--- config.mk ---
export PLATFORM = sky130hd
export DESIGN_NAME = sar_search_ctrl_flat
export DESIGN_NICKNAME = d
export VERILOG_FILES = /design/src/rtl/sar_pkg.sv /design/src/rtl/sar_search_ctrl_if.sv /design/src/rtl/sar_search_ctrl.sv /design/src/flat_wrapper.sv
export SDC_FILE = /design/constraint.sdc
export NUM_CORES = 1
export LEC_CHECK = 0
export BUFFER_PORTS_ARGS = -buffer_cell sky130_fd_sc_hd__buf_2
export CAP_MARGIN = 20
export CORE_AREA = 2 2 118 120
export CTS_CLUSTER_DIAMETER = 150
export DETAILED_ROUTE_END_ITERATION = 12
export DIE_AREA = 0 0 120 122
export SLEW_MARGIN = 20
export SYNTH_ARGS = -nofsm -noshare
export SYNTH_HDL_FRONTEND = slang
export SYNTH_SLANG_ARGS = --single-unit
--- constraint.sdc ---
create_clock -name clk -period 2.2 [get_ports clk]
set_input_delay 0.11 -clock clk [delete_from_list [all_inputs] [get_ports clk]]
set_output_delay 0.11 -clock clk [all_outputs]
set_load 0.02 [all_outputs]
--- src/rtl/sar_pkg.sv ---
// rtl/sar_pkg.sv - shared types and constants for the successive-approximation search controller
package sar_pkg;

    localparam int SAR_N = 32;

    typedef enum logic [1:0] {
        IDLE   = 2'd0,
        SEARCH = 2'd1,
        VERIFY = 2'd2
    } sar_state_t;

    // Comparator verdict after priority resolution; NONE means no flag was raised
    typedef enum logic [1:0] {
        RES_LO   = 2'd0,
        RES_GR   = 2'd1,
        RES_EQ   = 2'd2,
        RES_NONE = 2'd3
    } sar_res_t;

    // eq wins over gr, gr wins over lo
    function automatic sar_res_t sar_decode(input logic eq, input logic gr, input logic lo);
        if (eq)
            return RES_EQ;
        else if (gr)
            return RES_GR;
        else if (lo)
            return RES_LO;
        else
            return RES_NONE;
    endfunction

endpackage

--- src/rtl/sar_search_ctrl_if.sv ---
// rtl/sar_search_ctrl_if.sv - probe/result link between the search controller and a magnitude comparator
interface sar_search_ctrl_if
    import sar_pkg::*;
#(
    parameter int N = SAR_N
);

    logic [N-1:0] probe;
    logic         cmp_gr;
    logic         cmp_lo;
    logic         cmp_eq;

    modport master (
        output probe,
        input  cmp_gr,
        input  cmp_lo,
        input  cmp_eq
    );

    modport slave (
        input  probe,
        output cmp_gr,
        output cmp_lo,
        output cmp_eq
    );

endinterface

--- src/rtl/sar_search_ctrl.sv ---
// rtl/sar_search_ctrl.sv - MSB-first successive-approximation search with a final verify probe
module sar_search_ctrl
    import sar_pkg::*;
#(
    parameter int N = SAR_N
) (
    input  logic                  clk,
    input  logic                  rst,
    input  logic                  start,
    sar_search_ctrl_if.master     cmp,
    output logic                  busy,
    output logic                  done,
    output logic [N-1:0]          result,
    output logic                  found
);

    localparam logic [N-1:0] MASK_MSB = {1'b1, {(N-1){1'b0}}};

    sar_state_t   state_q;
    sar_state_t   state_d;
    logic [N-1:0] acc_q;
    logic [N-1:0] mask_q;
    logic [N-1:0] result_q;
    logic         found_q;
    logic         done_q;
    logic [N-1:0] probe_w;
    sar_res_t     res_w;

    // Probe is the bits kept so far plus the bit under trial; in IDLE and VERIFY mask is zero
    assign probe_w = acc_q | mask_q;
    assign res_w   = sar_decode(cmp.cmp_eq, cmp.cmp_gr, cmp.cmp_lo);

    // State register
    always_ff @(posedge clk) begin
        if (rst)
            state_q <= IDLE;
        else
            state_q <= state_d;
    end

    // Next-state: start only matters in IDLE; SEARCH leaves early on eq or after the LSB trial
    always_comb begin
        state_d = state_q;
        case (state_q)
            IDLE: begin
                if (start)
                    state_d = SEARCH;
            end
            SEARCH: begin
                if (res_w == RES_EQ)
                    state_d = IDLE;
                else if (mask_q[0])
                    state_d = VERIFY;
            end
            VERIFY: begin
                state_d = IDLE;
            end
            default: begin
                state_d = IDLE;
            end
        endcase
    end

    // Datapath: trial-bit shift register, accumulator and the completion registers
    always_ff @(posedge clk) begin
        if (rst) begin
            acc_q    <= '0;
            mask_q   <= '0;
            result_q <= '0;
            found_q  <= 1'b0;
            done_q   <= 1'b0;
        end else begin
            done_q <= 1'b0;
            case (state_q)
                IDLE: begin
                    if (start) begin
                        acc_q    <= '0;
                        mask_q   <= MASK_MSB;
                        result_q <= '0;
                        found_q  <= 1'b0;
                    end
                end
                SEARCH: begin
                    if (res_w == RES_EQ) begin
                        // Exact hit: capture it and drop back so IDLE probes zero again
                        result_q <= probe_w;
                        found_q  <= 1'b1;
                        done_q   <= 1'b1;
                        acc_q    <= '0;
                        mask_q   <= '0;
                    end else begin
                        // A missing verdict is treated as lo, so the trial bit is dropped
                        if (res_w == RES_GR)
                            acc_q <= acc_q | mask_q;
                        mask_q <= mask_q >> 1;
                    end
                end
                VERIFY: begin
                    result_q <= acc_q;
                    found_q  <= cmp.cmp_eq;
                    done_q   <= 1'b1;
                    acc_q    <= '0;
                    mask_q   <= '0;
                end
                default: begin
                    acc_q  <= '0;
                    mask_q <= '0;
                end
            endcase
        end
    end

    // Outputs decoded from registers only
    always_comb begin
        busy      = (state_q == SEARCH) || (state_q == VERIFY);
        done      = done_q;
        result    = result_q;
        found     = found_q;
        cmp.probe = probe_w;
    end

endmodule

--- src/flat_wrapper.sv ---
// flat-port wrapper written by rule: the top's interface ports become plain ports
module sar_search_ctrl_flat import sar_pkg::*;
#(
    parameter int N = SAR_N
)
  (clk, rst, start, busy, done, result, found, cmp_probe, cmp_cmp_gr, cmp_cmp_lo, cmp_cmp_eq);
  sar_search_ctrl_if #(.N(N)) cmp_i ();
  input  logic clk;
  input  logic rst;
  input  logic start;
  output logic busy;
  output logic done;
  output logic [N-1:0] result;
  output logic found;
  output wire logic [$bits(cmp_i.probe)-1:0] cmp_probe;
  input wire logic [$bits(cmp_i.cmp_gr)-1:0] cmp_cmp_gr;
  input wire logic [$bits(cmp_i.cmp_lo)-1:0] cmp_cmp_lo;
  input wire logic [$bits(cmp_i.cmp_eq)-1:0] cmp_cmp_eq;
  assign cmp_probe = cmp_i.probe;
  assign cmp_i.cmp_gr = cmp_cmp_gr;
  assign cmp_i.cmp_lo = cmp_cmp_lo;
  assign cmp_i.cmp_eq = cmp_cmp_eq;
  sar_search_ctrl #(.N(N)) u_core (.clk(clk), .rst(rst), .start(start), .cmp(cmp_i), .busy(busy), .done(done), .result(result), .found(found));
endmodule
==> impl_metrics.ini, run 1 <==
[critical_path]
critPathLaunchType = flop
crit_path_end = u_core.result[23]
cp.required_ps = 2470
critical_path.cell_chain = inv_1 -> ha_1 -> nand2b_1 -> o211a_1 -> buf_12 -> nand3_1 -> a21oi_1
arrival_ps = 2140
r2r_slack_ps = 330
cpMaxStageDelayCell = o211a_1
crit_type = flop to flop
timing.rr.start = u_core.state_q[1]
cp_max_fo = 18
r2r_cells = 7
worstSetupEndpointType = flop
slowest_delay_ps = 440
crit_start = u_core.state_q[1]
reg2reg_to = u_core.result[23]

[route]
top_layer_used = met4
routedWlPerCell_microns = 14.2
via_per_inst = 4.76
dr.pass1.iters = 5
drc = 0
wl_met2_microns = 4550
wl_met1_microns = 4730
met3_length_microns = 545
ant_nets = 0
wl_microns = 9930
dr.first_iter.drc_count = 176
vias = 3338

[placement]
io_buffers = 71
place_area_sq_mm = 0.00451
dp_hpwl_microns = 6790
gp_congestion = 0.786

[floorplan]
core_region_area_sq_mm = 0.0135
initial_core_util_pct = 29.1
die_area_sq_mm = 0.0146
io_pins = 73
rows = 43
die-height_microns = 122
die_w_microns = 120

[yosys]
synth_area_sq_mm = 0.00394
synthTopCellsByArea = dfxtp_1 51%, a21oi_1 8.5%, a22o_1 6.7%
ys.flop_type = dfxtp_1
syn_inst = 452
synth_top_area_share_pct = 50.9
synth_warnings = 0
postSynthAreaPerCell_sq_um = 8.71
netlist_top_cells_count = 100 x dfxtp_1, 70 x nor2_1, 67 x a21oi_1, 32 x or2_2
synthArstFlopShare_pct = 0
synth_compound_area_share_pct = 23.1
synth_seq_cells = 100
yosysTopAreaCell = dfxtp_1
yosysSeqAreaShare_pct = 50.9
yosysUniqueCellTypes = 27
synth_fa_ha_area_share_pct = 0.954
muxShareOfSynthArea_pct = 0.286
synth-simple-area-share_pct = 19.8
synth_most_common_cell = dfxtp_1
synth_edf_count = 0
syn-num-nets = 461
synth_top_family_by_area = compound AO/OA/AOI/OAI gates
synth_xor_area_share_pct = 0

[run_status]
status = finished clean

[flow_run]
drv_cap = 0

[final_layout]
finalInstanceArea_sq_mm = 0.00486
register_area_sq_mm = 0.00200
drive_above_1_share_pct = 27.6
nFillCells = 1405
layout.nets = 525
multiInputGateArea_sq_mm = 0.00174
areaGrowthSynthToFinish_pct = 23.6
antenna_cells = 0

[timing]
report.final.slew_viol_count = 0
finalSetupViolCount = 0
tns_ps = 0
slew_headroom_pct = 74.9
final_hold_viol_count = 0
worst_pin_slew_ps = 374
max_freq_mhz = 534
final.min_clock_period_ps = 1870
skew_ps = 5.26
rsz0062_at_grt = no
fin_crit_sh_pct = 85.2

[global_routing]
grt_use_total_pct = 14.1
grt_pass1_vias = 3205
grt_max_degree = 36
grt_pass1_wl_microns = 16200
antenna_found_initial = 0
overflow = 0

[clock_tree]
clk_pin_slew_ps = 70
post_cts_resized = 0
cts_buffers = 9
htreeDepth = 3
clk_latency_ps = 340
cts_tree = done
cts_max_path_buffers = 2
post_cts_buffers = 0
clock_sinks = 100
ctsHoldBuffers = 0
root_buffer = clkbuf_16

[power_and_ir_drop]
peakVddDrop_mv = 0.472
p_per_area_mw_per_mm2 = 810
p_leak_uw = 0.00205

[hold_path]
hold_class = input port to flop
-- registers in the layout, indices dropped and copies added (netlist names) --
register / count
u_core.acc_q: 32
u_core.done: 1
u_core.found: 1
u_core.mask_q: 32
u_core.result: 32
u_core.state_q: 2
-- kinds of logic after synthesis --
group,after synthesis
buf+inv,41
flops,100
compound gates,136
simple gates,171
fa+ha+maj,3
mux,1
-- per-layer routing --
metal / GRT usage (%) / up-vias
li1: - / 1700
met1: 18.3 / 1561
met2: 23.0 / 69
met3: 3.51 / 8
met4: 4.34 / 0
met5: 0 / -
-- worst max-delay path: cells and delay by family, from the launching register on --
family | cells | cell delay [ps]
buf+inv | 2 | 290
simple gates | 2 | 340
compound gates | 2 | 600
fa+ha+maj | 1 | 220
flops | 1 | 350
-- worst min path at each step --
stage                         to  depth (start not counted)  startpoint
2_1_floorplan  u_core.state_q[0]                          2       start
3_3_place_gp   u_core.result[31]                          2         rst
3_5_place_dp   u_core.result[31]                          2         rst
4_1_cts        u_core.result[31]                          2         rst
5_1_grt        u_core.state_q[0]                          2         rst
6_report       u_core.result[31]                          2         rst
-- metrics by stage --
stage / util, % / total power [uW] / instances / hold WS, ps / worst slack (ps)
6_report: 36.0 / 3940 / 701 / 61.6 / 326
5_1_grt: 36.0 / 4090 / 701 / 59.2 / 182
4_1_cts: 36.0 / 3990 / 701 / 39.6 / 304
3_5_place_dp: 33.4 / 2180 / 685 / 405 / 330
3_3_place_gp: 33.4 / 2170 / 685 / 397 / 396
2_1_floorplan: - / 2070 / 452 / 277 / 524
-- layout by cell type (no fill, tap or decap), drive strengths merged, types with 3 or more instances in the layout --
cell type / n
ha: 3
a22oi: 31
dfxtp: 100
nor2: 70
nand2: 31
nand3: 31
clkbuf: 10
buf: 92
or2: 33
bufinv: 3
a22o: 30
a21oi: 67
-- report_power, final --
| part | total (uW) | internal, uW | switching, uW |
|---|---|---|---|
| Combinational | 316 | 88.9 | 227 |
| Sequential | 1820 | 1810 | 3.44 |
| Clock | 1810 | 1140 | 665 |
| Total | 3940 | 3040 | 896 |
-- layout make-up --
class	count	share of cell area [%]
Clock buffer	10	4.91
Multi-Input combinational cell	311	35.8
Timing Repair Buffer	92	11.1
Sequential cell	100	41.2
Clock inverter	6	2.29
Tap cell	180	4.63
Inverter	2	0.154
Note: power is estimated with default switching activity, not from simulation.
==> run 2: changes to the inputs <==
Settings changed: CAP_MARGIN 20 to 25, RECOVER_POWER set to 100.
==> run 2 against run 1 <==
  * Combinational power decreased by 2%
  * Final area fell by 2.1%
  * Flip-flop and latch count unchanged
  * Wire length is 0.44% higher
  * Sequential power hardly changed
  * Utilization fell by 0.75 points
  * First-iteration DRC count shrank 5.1%
  * Register-to-register slack lost 30 ps
  * Non-clock buffer count is the same
  * Sequential share of layout area increased by 0.88 points
  * Critical path type is now flop to primary output
  * Largest cell class unchanged
  * Highest routed layer unchanged
==> impl_metrics.ini, run 2 (same netlist as run 1, synthesis figures left out) <==
[run_status]
status = finished clean

[hold_path]
hold_class = input port to flop

[power_and_ir_drop]
p_comb_share_pct = 7.9
p_leak_uw = 0.00174
p_switching_uw = 896
p_int_uw = 3040
swShare_pct = 22.8
pwr-share-seq_pct = 46.2
peakVddDrop_mv = 0.471
p_per_area_mw_per_mm2 = 826
clockPowerShare_pct = 45.9

[final_layout]
multiInputGateArea_sq_mm = 0.00174
register_area_sq_mm = 0.00200
layout_commonest_cell = dfxtp_1
areaGrowthSynthToFinish_pct = 21.0
antenna_cells = 0
layout_common_cells = 100 x dfxtp_1, 70 x nor2_1, 69 x clkbuf_1
drive_above_1_share_pct = 14.0
nFillCells = 1443
layout.nets = 525

[floorplan]
initial_core_util_pct = 29.1
die-height_microns = 122
io_pins = 73
die_area_sq_mm = 0.0146
die_w_microns = 120
core_region_area_sq_mm = 0.0135
rows = 43

[placement]
gp_congestion = 0.786
dp_hpwl_microns = 6790
io_buffers = 71

[timing]
report.final.slew_viol_count = 0
final.min_clock_period_ps = 1910
worst_pin_slew_ps = 615
finalSetupViolCount = 0
rsz0062_at_grt = no
max_freq_mhz = 524
slew_headroom_pct = 59.0
final_hold_viol_count = 0
skew_ps = 5.42
timing.hold.ws_ps = 54.8
tns_ps = 0
fin_crit_sh_pct = 86.7

[route]
via_per_inst = 4.79
top_layer_used = met4
wl_met1_microns = 4770
ant_nets = 0
dr.first_iter.drc_count = 167
wl_met2_microns = 4620
routedWlPerCell_microns = 14.2
met3_length_microns = 479
wl_microns = 9980
drc = 0
vias = 3356
dr.pass1.iters = 4

[clock_tree]
root_buffer = clkbuf_16
cts_buffers = 9
post_cts_buffers = 0
cts_tree = done
clk_latency_ps = 340
ctsHoldBuffers = 0
clock_sinks = 100
post_cts_resized = 0
clk_pin_slew_ps = 70
htreeDepth = 3
cts_max_path_buffers = 2

[global_routing]
grt_pass1_vias = 3205
grt_use_total_pct = 14.1
grt_max_degree = 36
grt_pass1_wl_microns = 16200
antenna_found_initial = 0
overflow = 0

[critical_path]
slowest_delay_ps = 510
cpMaxStageDelayCell = ha_1
cp.required_ps = 2090
critical_path.cell_chain = inv_1 -> ha_1 -> buf_4 -> clkbuf_1
arrival_ps = 1800
crit_type = flop to primary output
critPathLaunchType = flop
worstSetupEndpointType = primary output
cp_max_fo = 13

[flow_run]
drv_cap = 0
run 2: cell types whose count changed in the layout (fill, tap and decap cells not counted), sizes merged:
cell	change
clkbuf	+71
buf	-71
run 2: final timing paths:
kind | from | end | slack (ps) | cells after the start
worst max-delay path | u_core.state_q[1] | busy | 290 | 4
worst min-delay path | rst | u_core.result[31] | 50 | 2
worst max register to register | u_core.state_q[1] | u_core.result[18] | 300 | 7
worst min register to register | u_core.result[3] | u_core.result[3] | 460 | 2
run 2: through the flow:
stage / instances / worst slack [ps] / util, % / instance area [sq um] / power, uW
6_report: 701 / 292 / 35.3 / 4760 / 3930
5_1_grt: 701 / 143 / 35.3 / 4760 / 4080
4_1_cts: 701 / 304 / 36.0 / 4860 / 3990
3_5_place_dp: 685 / 330 / 33.4 / 4510 / 2180
3_3_place_gp: 685 / 396 / 33.4 / 4510 / 2170
2_1_floorplan: 452 / 524 / - / 3940 / 2070
run 2: worst max-delay path: cells and delay by family, from the launching register on:
kind / cells / cell delay [ps]
DFF: 1 / 350
adders and majority gates: 1 / 510
buffers and inverters: 3 / 600
run 2: power by group through the flow:
stage	logic [uW]	registers (uW)	clock network (uW)
final	309	1820	1810
after global routing	339	1820	1930
after CTS	321	1820	1850
after detailed placement	319	1860	0
after global placement	314	1860	0
after floorplan	208	1860	0
run 2: area by class of cell:
| cell class | instances | share of cell area, % |
|---|---|---|
| inverters | 2 | 0.158 |
| flip-flops and latches | 100 | 42.0 |
| well taps | 180 | 4.73 |
| clock buffers | 10 | 5.02 |
| multi-input cells | 311 | 36.5 |
| clock inverters | 6 | 2.34 |
| repair buffers | 92 | 9.27 |
run 2: per-layer routing:
| layer | up-vias | track usage [%] |
|---|---|---|
| li1 | 1699 | - |
| met5 | - | 0 |
| met4 | 0 | 4.34 |
| met2 | 72 | 23.0 |
| met1 | 1577 | 18.3 |
| met3 | 8 | 3.51 |
